### src/rtl/stim_blank_scheduler_if.sv
// Control and status bundle for the stimulus/blanking scheduler.
// Signal names follow the scheduler's external pin names.
interface stim_blank_scheduler_if;
  localparam int unsigned CH_W  = 2;
  localparam int unsigned MAG_W = 5;

  logic             ENABLE;
  logic             CH_SWEEP;
  logic             RAMP;
  logic [MAG_W-1:0] MAG_TGT;
  logic             EN_ST;
  logic             CAT_ST;
  logic             ANO_ST;
  logic             DIS_ST;
  logic [CH_W-1:0]  CH_SEL_ST;
  logic [MAG_W-1:0] MAG_ST;
  logic             BLANK_EMG;
  logic             PULSE_DONE;

  modport master (
    output ENABLE, CH_SWEEP, RAMP, MAG_TGT,
    input  EN_ST, CAT_ST, ANO_ST, DIS_ST, CH_SEL_ST, MAG_ST, BLANK_EMG, PULSE_DONE
  );

  modport slave (
    input  ENABLE, CH_SWEEP, RAMP, MAG_TGT,
    output EN_ST, CAT_ST, ANO_ST, DIS_ST, CH_SEL_ST, MAG_ST, BLANK_EMG, PULSE_DONE
  );
endinterface

### src/rtl/stim_blank_scheduler.sv
// Biphasic stimulus pulse scheduler with EMG blanking window, channel sweep
// and magnitude ramp. Every output is driven directly by a flop.
module stim_blank_scheduler #(
  parameter int unsigned PERIOD     = 500,
  parameter int unsigned BLANK_PRE  = 5,
  parameter int unsigned CAT_PH     = 150,
  parameter int unsigned IPD        = 10,
  parameter int unsigned ANO_PH     = 150,
  parameter int unsigned DIS_PH     = 10,
  parameter int unsigned BLANK_POST = 50,
  parameter int unsigned NUM_CH     = 4,
  parameter int unsigned DUR_CH     = 5,
  parameter int unsigned MAG_MIN    = 1
) (
  input logic                  CLK,
  input logic                  RESETN,
  stim_blank_scheduler_if.slave bus
);

  localparam int unsigned PCNT_W = $clog2(PERIOD);
  localparam int unsigned DUR_W  = $clog2(DUR_CH + 1);
  localparam int unsigned CH_W   = 2;
  localparam int unsigned MAG_W  = 5;

  // Period-relative start points of each phase
  localparam int unsigned T_CAT       = BLANK_PRE;
  localparam int unsigned T_GAP       = T_CAT + CAT_PH;
  localparam int unsigned T_ANO       = T_GAP + IPD;
  localparam int unsigned T_DIS       = T_ANO + ANO_PH;
  localparam int unsigned T_REST      = T_DIS + DIS_PH;
  localparam int unsigned T_BLANK_END = T_REST + BLANK_POST;

  generate
    if (T_BLANK_END >= PERIOD || NUM_CH > 4 || NUM_CH < 1 || DUR_CH < 1 ||
        BLANK_PRE < 1 || CAT_PH < 1 || IPD < 1 || ANO_PH < 1 || DIS_PH < 1 ||
        BLANK_POST < 1) begin : g_bad_params
      $error("stim_blank_scheduler: illegal timing parameters");
    end
  endgenerate

  typedef enum logic [2:0] {IDLE, PRE, CAT, GAP, ANO, DIS, REST} state_t;

  state_t             state_q, state_d;
  logic [PCNT_W-1:0]  pcnt_q, pcnt_d;
  logic [DUR_W-1:0]   cnt_q, cnt_d;
  logic [CH_W-1:0]    ch_q, ch_d;
  logic [MAG_W-1:0]   mag_q, mag_d;
  logic               en_q, en_d;
  logic               cat_q, cat_d;
  logic               ano_q, ano_d;
  logic               dis_q, dis_d;
  logic               blank_q, blank_d;
  logic               done_q, done_d;
  logic               start_run, start_period;

  always_comb begin
    state_d      = state_q;
    pcnt_d       = pcnt_q;
    cnt_d        = cnt_q;
    ch_d         = ch_q;
    mag_d        = mag_q;
    start_run    = 1'b0;
    start_period = 1'b0;

    unique case (state_q)
      IDLE: if (bus.ENABLE) state_d = PRE;
      PRE:  if (pcnt_q == PCNT_W'(T_GAP - CAT_PH - 1)) state_d = CAT;
      CAT:  if (pcnt_q == PCNT_W'(T_GAP - 1))  state_d = GAP;
      GAP:  if (pcnt_q == PCNT_W'(T_ANO - 1))  state_d = ANO;
      ANO:  if (pcnt_q == PCNT_W'(T_DIS - 1))  state_d = DIS;
      DIS:  if (pcnt_q == PCNT_W'(T_REST - 1)) state_d = REST;
      REST: if (pcnt_q == PCNT_W'(PERIOD - 1)) state_d = bus.ENABLE ? PRE : IDLE;
      default: state_d = IDLE;
    endcase

    if (state_q == IDLE || pcnt_q == PCNT_W'(PERIOD - 1)) pcnt_d = '0;
    else                                                  pcnt_d = pcnt_q + PCNT_W'(1);

    start_run    = (state_q == IDLE) && (state_d == PRE);
    start_period = (state_q == REST) && (state_d == PRE);
    done_d       = (state_q == DIS) && (state_d == REST);

    // Pulse counting and channel advance happen as the pulse completes (in REST)
    if (start_run) begin
      cnt_d = '0;
    end else if (done_d) begin
      if (cnt_q == DUR_W'(DUR_CH - 1)) begin
        cnt_d = '0;
        if (bus.CH_SWEEP) ch_d = (ch_q == CH_W'(NUM_CH - 1)) ? '0 : ch_q + CH_W'(1);
      end else begin
        cnt_d = cnt_q + DUR_W'(1);
      end
    end

    // Magnitude only moves at PRE entry so a pulse never sees a change
    if (start_run) begin
      mag_d = (bus.RAMP && bus.MAG_TGT >= MAG_W'(MAG_MIN)) ? MAG_W'(MAG_MIN) : bus.MAG_TGT;
    end else if (start_period) begin
      mag_d = (bus.RAMP && mag_q < bus.MAG_TGT) ? mag_q + MAG_W'(1) : bus.MAG_TGT;
    end

    en_d    = (state_d == PRE) || (state_d == CAT) || (state_d == GAP) ||
              (state_d == ANO) || (state_d == DIS);
    cat_d   = (state_d == CAT);
    ano_d   = (state_d == ANO);
    dis_d   = (state_d == DIS);
    blank_d = (state_d != IDLE) &&
              !((state_d == REST) && (pcnt_d >= PCNT_W'(T_BLANK_END)));
  end

  always_ff @(posedge CLK or negedge RESETN) begin
    if (!RESETN) begin
      state_q <= IDLE;
      pcnt_q  <= '0;
      cnt_q   <= '0;
      ch_q    <= '0;
      mag_q   <= '0;
      en_q    <= 1'b0;
      cat_q   <= 1'b0;
      ano_q   <= 1'b0;
      dis_q   <= 1'b0;
      blank_q <= 1'b0;
      done_q  <= 1'b0;
    end else begin
      state_q <= state_d;
      pcnt_q  <= pcnt_d;
      cnt_q   <= cnt_d;
      ch_q    <= ch_d;
      mag_q   <= mag_d;
      en_q    <= en_d;
      cat_q   <= cat_d;
      ano_q   <= ano_d;
      dis_q   <= dis_d;
      blank_q <= blank_d;
      done_q  <= done_d;
    end
  end

  assign bus.EN_ST      = en_q;
  assign bus.CAT_ST     = cat_q;
  assign bus.ANO_ST     = ano_q;
  assign bus.DIS_ST     = dis_q;
  assign bus.CH_SEL_ST  = ch_q;
  assign bus.MAG_ST     = mag_q;
  assign bus.BLANK_EMG  = blank_q;
  assign bus.PULSE_DONE = done_q;

endmodule

### src/flat_wrapper.sv
// flat-port wrapper written by rule: the top's interface ports become plain ports
module stim_blank_scheduler_flat 
#(
  parameter int unsigned PERIOD     = 500,
  parameter int unsigned BLANK_PRE  = 5,
  parameter int unsigned CAT_PH     = 150,
  parameter int unsigned IPD        = 10,
  parameter int unsigned ANO_PH     = 150,
  parameter int unsigned DIS_PH     = 10,
  parameter int unsigned BLANK_POST = 50,
  parameter int unsigned NUM_CH     = 4,
  parameter int unsigned DUR_CH     = 5,
  parameter int unsigned MAG_MIN    = 1
)
  (CLK, RESETN, bus_ENABLE, bus_CH_SWEEP, bus_RAMP, bus_MAG_TGT, bus_EN_ST, bus_CAT_ST, bus_ANO_ST, bus_DIS_ST, bus_CH_SEL_ST, bus_MAG_ST, bus_BLANK_EMG, bus_PULSE_DONE);
  stim_blank_scheduler_if bus_i ();
  input logic CLK;
  input logic RESETN;
  input wire logic [$bits(bus_i.ENABLE)-1:0] bus_ENABLE;
  input wire logic [$bits(bus_i.CH_SWEEP)-1:0] bus_CH_SWEEP;
  input wire logic [$bits(bus_i.RAMP)-1:0] bus_RAMP;
  input wire logic [$bits(bus_i.MAG_TGT)-1:0] bus_MAG_TGT;
  output wire logic [$bits(bus_i.EN_ST)-1:0] bus_EN_ST;
  output wire logic [$bits(bus_i.CAT_ST)-1:0] bus_CAT_ST;
  output wire logic [$bits(bus_i.ANO_ST)-1:0] bus_ANO_ST;
  output wire logic [$bits(bus_i.DIS_ST)-1:0] bus_DIS_ST;
  output wire logic [$bits(bus_i.CH_SEL_ST)-1:0] bus_CH_SEL_ST;
  output wire logic [$bits(bus_i.MAG_ST)-1:0] bus_MAG_ST;
  output wire logic [$bits(bus_i.BLANK_EMG)-1:0] bus_BLANK_EMG;
  output wire logic [$bits(bus_i.PULSE_DONE)-1:0] bus_PULSE_DONE;
  assign bus_i.ENABLE = bus_ENABLE;
  assign bus_i.CH_SWEEP = bus_CH_SWEEP;
  assign bus_i.RAMP = bus_RAMP;
  assign bus_i.MAG_TGT = bus_MAG_TGT;
  assign bus_EN_ST = bus_i.EN_ST;
  assign bus_CAT_ST = bus_i.CAT_ST;
  assign bus_ANO_ST = bus_i.ANO_ST;
  assign bus_DIS_ST = bus_i.DIS_ST;
  assign bus_CH_SEL_ST = bus_i.CH_SEL_ST;
  assign bus_MAG_ST = bus_i.MAG_ST;
  assign bus_BLANK_EMG = bus_i.BLANK_EMG;
  assign bus_PULSE_DONE = bus_i.PULSE_DONE;
  stim_blank_scheduler #(.PERIOD(PERIOD), .BLANK_PRE(BLANK_PRE), .CAT_PH(CAT_PH), .IPD(IPD), .ANO_PH(ANO_PH), .DIS_PH(DIS_PH), .BLANK_POST(BLANK_POST), .NUM_CH(NUM_CH), .DUR_CH(DUR_CH), .MAG_MIN(MAG_MIN)) u_core (.CLK(CLK), .RESETN(RESETN), .bus(bus_i));
endmodule
### config.mk
export PLATFORM = sky130hd
export DESIGN_NAME = stim_blank_scheduler_flat
export DESIGN_NICKNAME = d
export VERILOG_FILES = /design/src/rtl/stim_blank_scheduler_if.sv /design/src/rtl/stim_blank_scheduler.sv /design/src/flat_wrapper.sv
export SDC_FILE = /design/constraint.sdc
export NUM_CORES = 1
export LEC_CHECK = 0
export ABC_AREA = 1
export CAP_MARGIN = 10
export CORE_UTILIZATION = 30
export DETAILED_ROUTE_END_ITERATION = 6
export GPL_TIMING_DRIVEN = 0
export SKIP_LAST_GASP = 1
export SLEW_MARGIN = 15
export SYNTH_ARGS = -nofsm -noshare
export SYNTH_HDL_FRONTEND = slang
export SYNTH_SLANG_ARGS = --single-unit
### constraint.sdc
create_clock -name CLK -period 1.81 [get_ports CLK]
set_input_delay 0.2715 -clock CLK [delete_from_list [all_inputs] [get_ports CLK]]
set_output_delay 0.2715 -clock CLK [all_outputs]
set_load 0.005 [all_outputs]
==> flow_summary_export.csv <==
group,metric,value,unit
status,outcome,"complete, but fails checks",
status,violations,"negative hold slack",
sta,setup_viol_count_final,0,
worst_hold_path,hp-class,"in2async",
critical_path,cp.required,1990,ps
pwr,peakVddDrop,0.000360,V
synth,synth.top_cells.by_area,"dfrtp_1, nand2_1, ha_1",
floorplan,fp.dieW,82.6,um
synth,yosys_warnings,0,
critical_path,crit_slowest_cell,"clkdlybuf4s50_1",
final_layout,fin_util,39.2,%
place,post-place-ws,-379,ps
sta,tightestPinTransition,634,ps
synth,synthFlopType,"dfrtp_1",
place,gp_congestion,0.883,
pwr,p_per_area,503,nW/um^2
drt,vias_per_cell,4.75,
sta,fmax,581,MHz
grt,grt_pass1_vias,1631,
synth,yosys-top-cells-count,"nand2_1, inv_1, dfrtp_1",
synth,synth-seq-cells,28,
drt,drt_wl_total,4.22,mm
sta,slew_headroom,57.7,%
sta,post-route-period-util,95.2,%
clock_network,clock_latency,280,ps
synth,synth_fp_nets,276,
drt,wl_per_cell,11.8,um
critical_path,critPathCaptureType,"flip-flop",
flow_run,max-cap-violations,0,
clock_network,cts_max_level,1,
sta,setup_slack,87.5,ps
floorplan,dieHeight,82.6,um
synth,avgSynthCellArea,7.63,sq um
grt,grt_antenna_before_repair,0,
floorplan,design.die.area,6820,sq um
critical_path,start_kind,"input pin",
sta,rsz0062_at_grt,"true",
sta,report.final.slew_viol_count,0,
clock_network,cts_tree,"done",
grt,grt_max_degree,29,
pwr,leakage,1.22,nW
drt,dr_total_vias,1701,
sta,hold_viol,6,
final_layout,area_growth_syn_to_layout,22.9,%
grt,grt.total_usage,13.8,%
critical_path,crit_path_max_fanout,6,
final_layout,antenna_cells,0,
grt,grt_pass1_wl,7.25,mm
clock_network,clockRootBuffer,"clkbuf_8",
critical_path,critPathKind,"in2reg",
synth,async_reset_ff_share,100,%
synth,yosys.area.top_type_share,36.0,%
clock_network,hold_buffers,0,
final_layout,stdcell_count,358,
sta,skew,8.40,ps
floorplan,io_pins,23,
grt,overflow,0,
synth,synth_edf_count,0,
final_layout,regArea,703,sq um
critical_path,crit_buf_inv,2,
drt,drc,0,
place,place_inst,352,
critical_path,critPathMostFrequentCell,"nand2_1",
drt,drt_iter0_markers,61,
final_layout,final_nets,305,
clock_network,path_clk_slew,100,ps
synth,syn_area,1950,sq um
place,hpwl,3.23,mm
synth,yosysTopAreaCell,"dfrtp_1",
drt,drtAntennaViolNets,0,
floorplan,rows,28,
critical_path,slowest_delay,480,ps
synth,yosysMostFrequentCell,"nand2_1",
place,io_buffers,22,
clock_network,numCtsBuffers,3,
final_layout,multiInputGateArea,1110,sq um
floorplan,start_util,31.9,%
clock_network,cts_num_sinks,28,
critical_path,critPathTopFamily,"buffers and inverters",
drt,drt_first_pass_iters,4,
synth,syn_inst,255,
sta,fin_crit,1720,ps
synth,synth.distinct_cells,28,
critical_path,arrival,1900,ps
clock_network,cts_buffer_depth,2,
final_layout,layout-drive-gt1-share,17.7,%
critical_path,cp_cell_sequence,"clkdlybuf4s50_1, inv_1, ha_1, a21oi_1, o21a_1, nand3_2, nand2_1, o21ai_0, o21ai_1, nand2_1",
synth,ys_seq_area_share,36.0,%
final_layout,num-fill-cells,620,
sta,hold_slack,-3.72,ps
floorplan,core_region_area,6100,sq um
==> what timing repair did <==
action                     in CTS  in global routing
pin swaps                       1                  2
setup endpoints to repair       2                 11
buffers inserted                1                  1
gates resized for setup         1                 13
==> cell families after synthesis <==
logic type | Yosys count | synth area share (%)
AO/OA/AOI/OAI | 25 | 6.75
adder cells (fa/ha/maj) | 11 | 7.07
XOR/XNOR | 4 | 1.80
flip-flops | 28 | 36.0
buffers and inverters | 46 | 9.25
AND/OR/NAND/NOR | 141 | 39.1
==> power by group <==
group | total [mW] | switching [mW] | internal [mW]
clock network | 0.506 | 0.209 | 0.297
logic | 0.0701 | 0.0406 | 0.0296
registers | 0.628 | 0.00155 | 0.626
==> cell type report <==
class / count / share of cell area, %
clock inverter: 1 / 1.26
tap: 75 / 3.92
clock buffer: 3 / 1.73
timing repair buffer: 24 / 9.83
multi-input combinational: 181 / 46.3
buffer: 1 / 0.471
inverter: 45 / 7.06
sequential: 28 / 29.4
==> per-layer routing <==
metal	wire length, um	GRT usage (%)	vias up
met2	2010	24.4	47
met4	15	2.41	0
met3	207	2.75	4
met5	0	0	-
met1	1990	17.4	778
li1	-	-	872
==> state kept, by name (all words and copies together) (netlist names) <==
| signal | cells |
|---|---|
| u_core.bus.ANO_ST | 1 |
| u_core.bus.BLANK_EMG | 1 |
| u_core.bus.MAG_ST | 5 |
| u_core.bus.EN_ST | 1 |
| u_core.cnt_q | 3 |
| u_core.state_q | 3 |
| u_core.bus.PULSE_DONE | 1 |
| u_core.pcnt_q | 9 |
| u_core.bus.CH_SEL_ST | 2 |
| u_core.bus.DIS_ST | 1 |
| u_core.bus.CAT_ST | 1 |
==> stage by stage <==
| stage | cell area [sq um] | power (mW) | setup TNS (ps) |
|---|---|---|---|
| 2_1_floorplan | 1950 | 0.666 | 0 |
| 3_3_place_gp | 2260 | 0.709 | -2490 |
| 3_5_place_dp | 2260 | 0.708 | -1590 |
| 4_1_cts | 2340 | 1.22 | 0 |
| 5_1_grt | 2390 | 1.26 | -5.06 |
| 6_report | 2390 | 1.20 | 0 |
==> placed cells by master (no fill, tap or decap), types with 2 or more instances in the layout <==
| master | n |
|---|---|
| o21ai_0 | 7 |
| dlymetal6s2s_1 | 2 |
| ha_1 | 10 |
| nand3_2 | 5 |
| nand4_1 | 10 |
| nand2_2 | 5 |
| nor2_8 | 2 |
| inv_1 | 35 |
| dfrtp_1 | 26 |
| o21ai_1 | 8 |
| inv_2 | 10 |
| clkbuf_8 | 3 |
| buf_4 | 2 |
| dfrtp_2 | 2 |
| clkdlybuf4s50_1 | 19 |
| nand2_4 | 6 |
| xor2_1 | 2 |
| nor2_1 | 21 |
| xnor2_1 | 2 |
| nand2_1 | 55 |
| nand3_1 | 23 |
| nor3_1 | 3 |
| nand4_2 | 2 |
| a21oi_1 | 8 |
| nor2_4 | 4 |
==> worst paths after layout <==
kind / slack, ps / startpoint / depth (start not counted) / to
setup / recovery: 90 / bus_MAG_TGT[4] / 10 / u_core.bus.MAG_ST[3]
hold / removal: -4 / RESETN / 1 / u_core.bus.BLANK_EMG
setup reg to reg: 150 / u_core.bus.MAG_ST[2] / 8 / u_core.bus.MAG_ST[3]
hold reg to reg: 520 / u_core.pcnt_q[0] / 1 / u_core.pcnt_q[0]
max in group asynchronous: 1360 / RESETN / 1 / u_core.pcnt_q[0]
min in group CLK: 390 / bus_MAG_TGT[3] / 5 / u_core.bus.MAG_ST[3]
No activity file was read; power rests on OpenSTA's default activity.
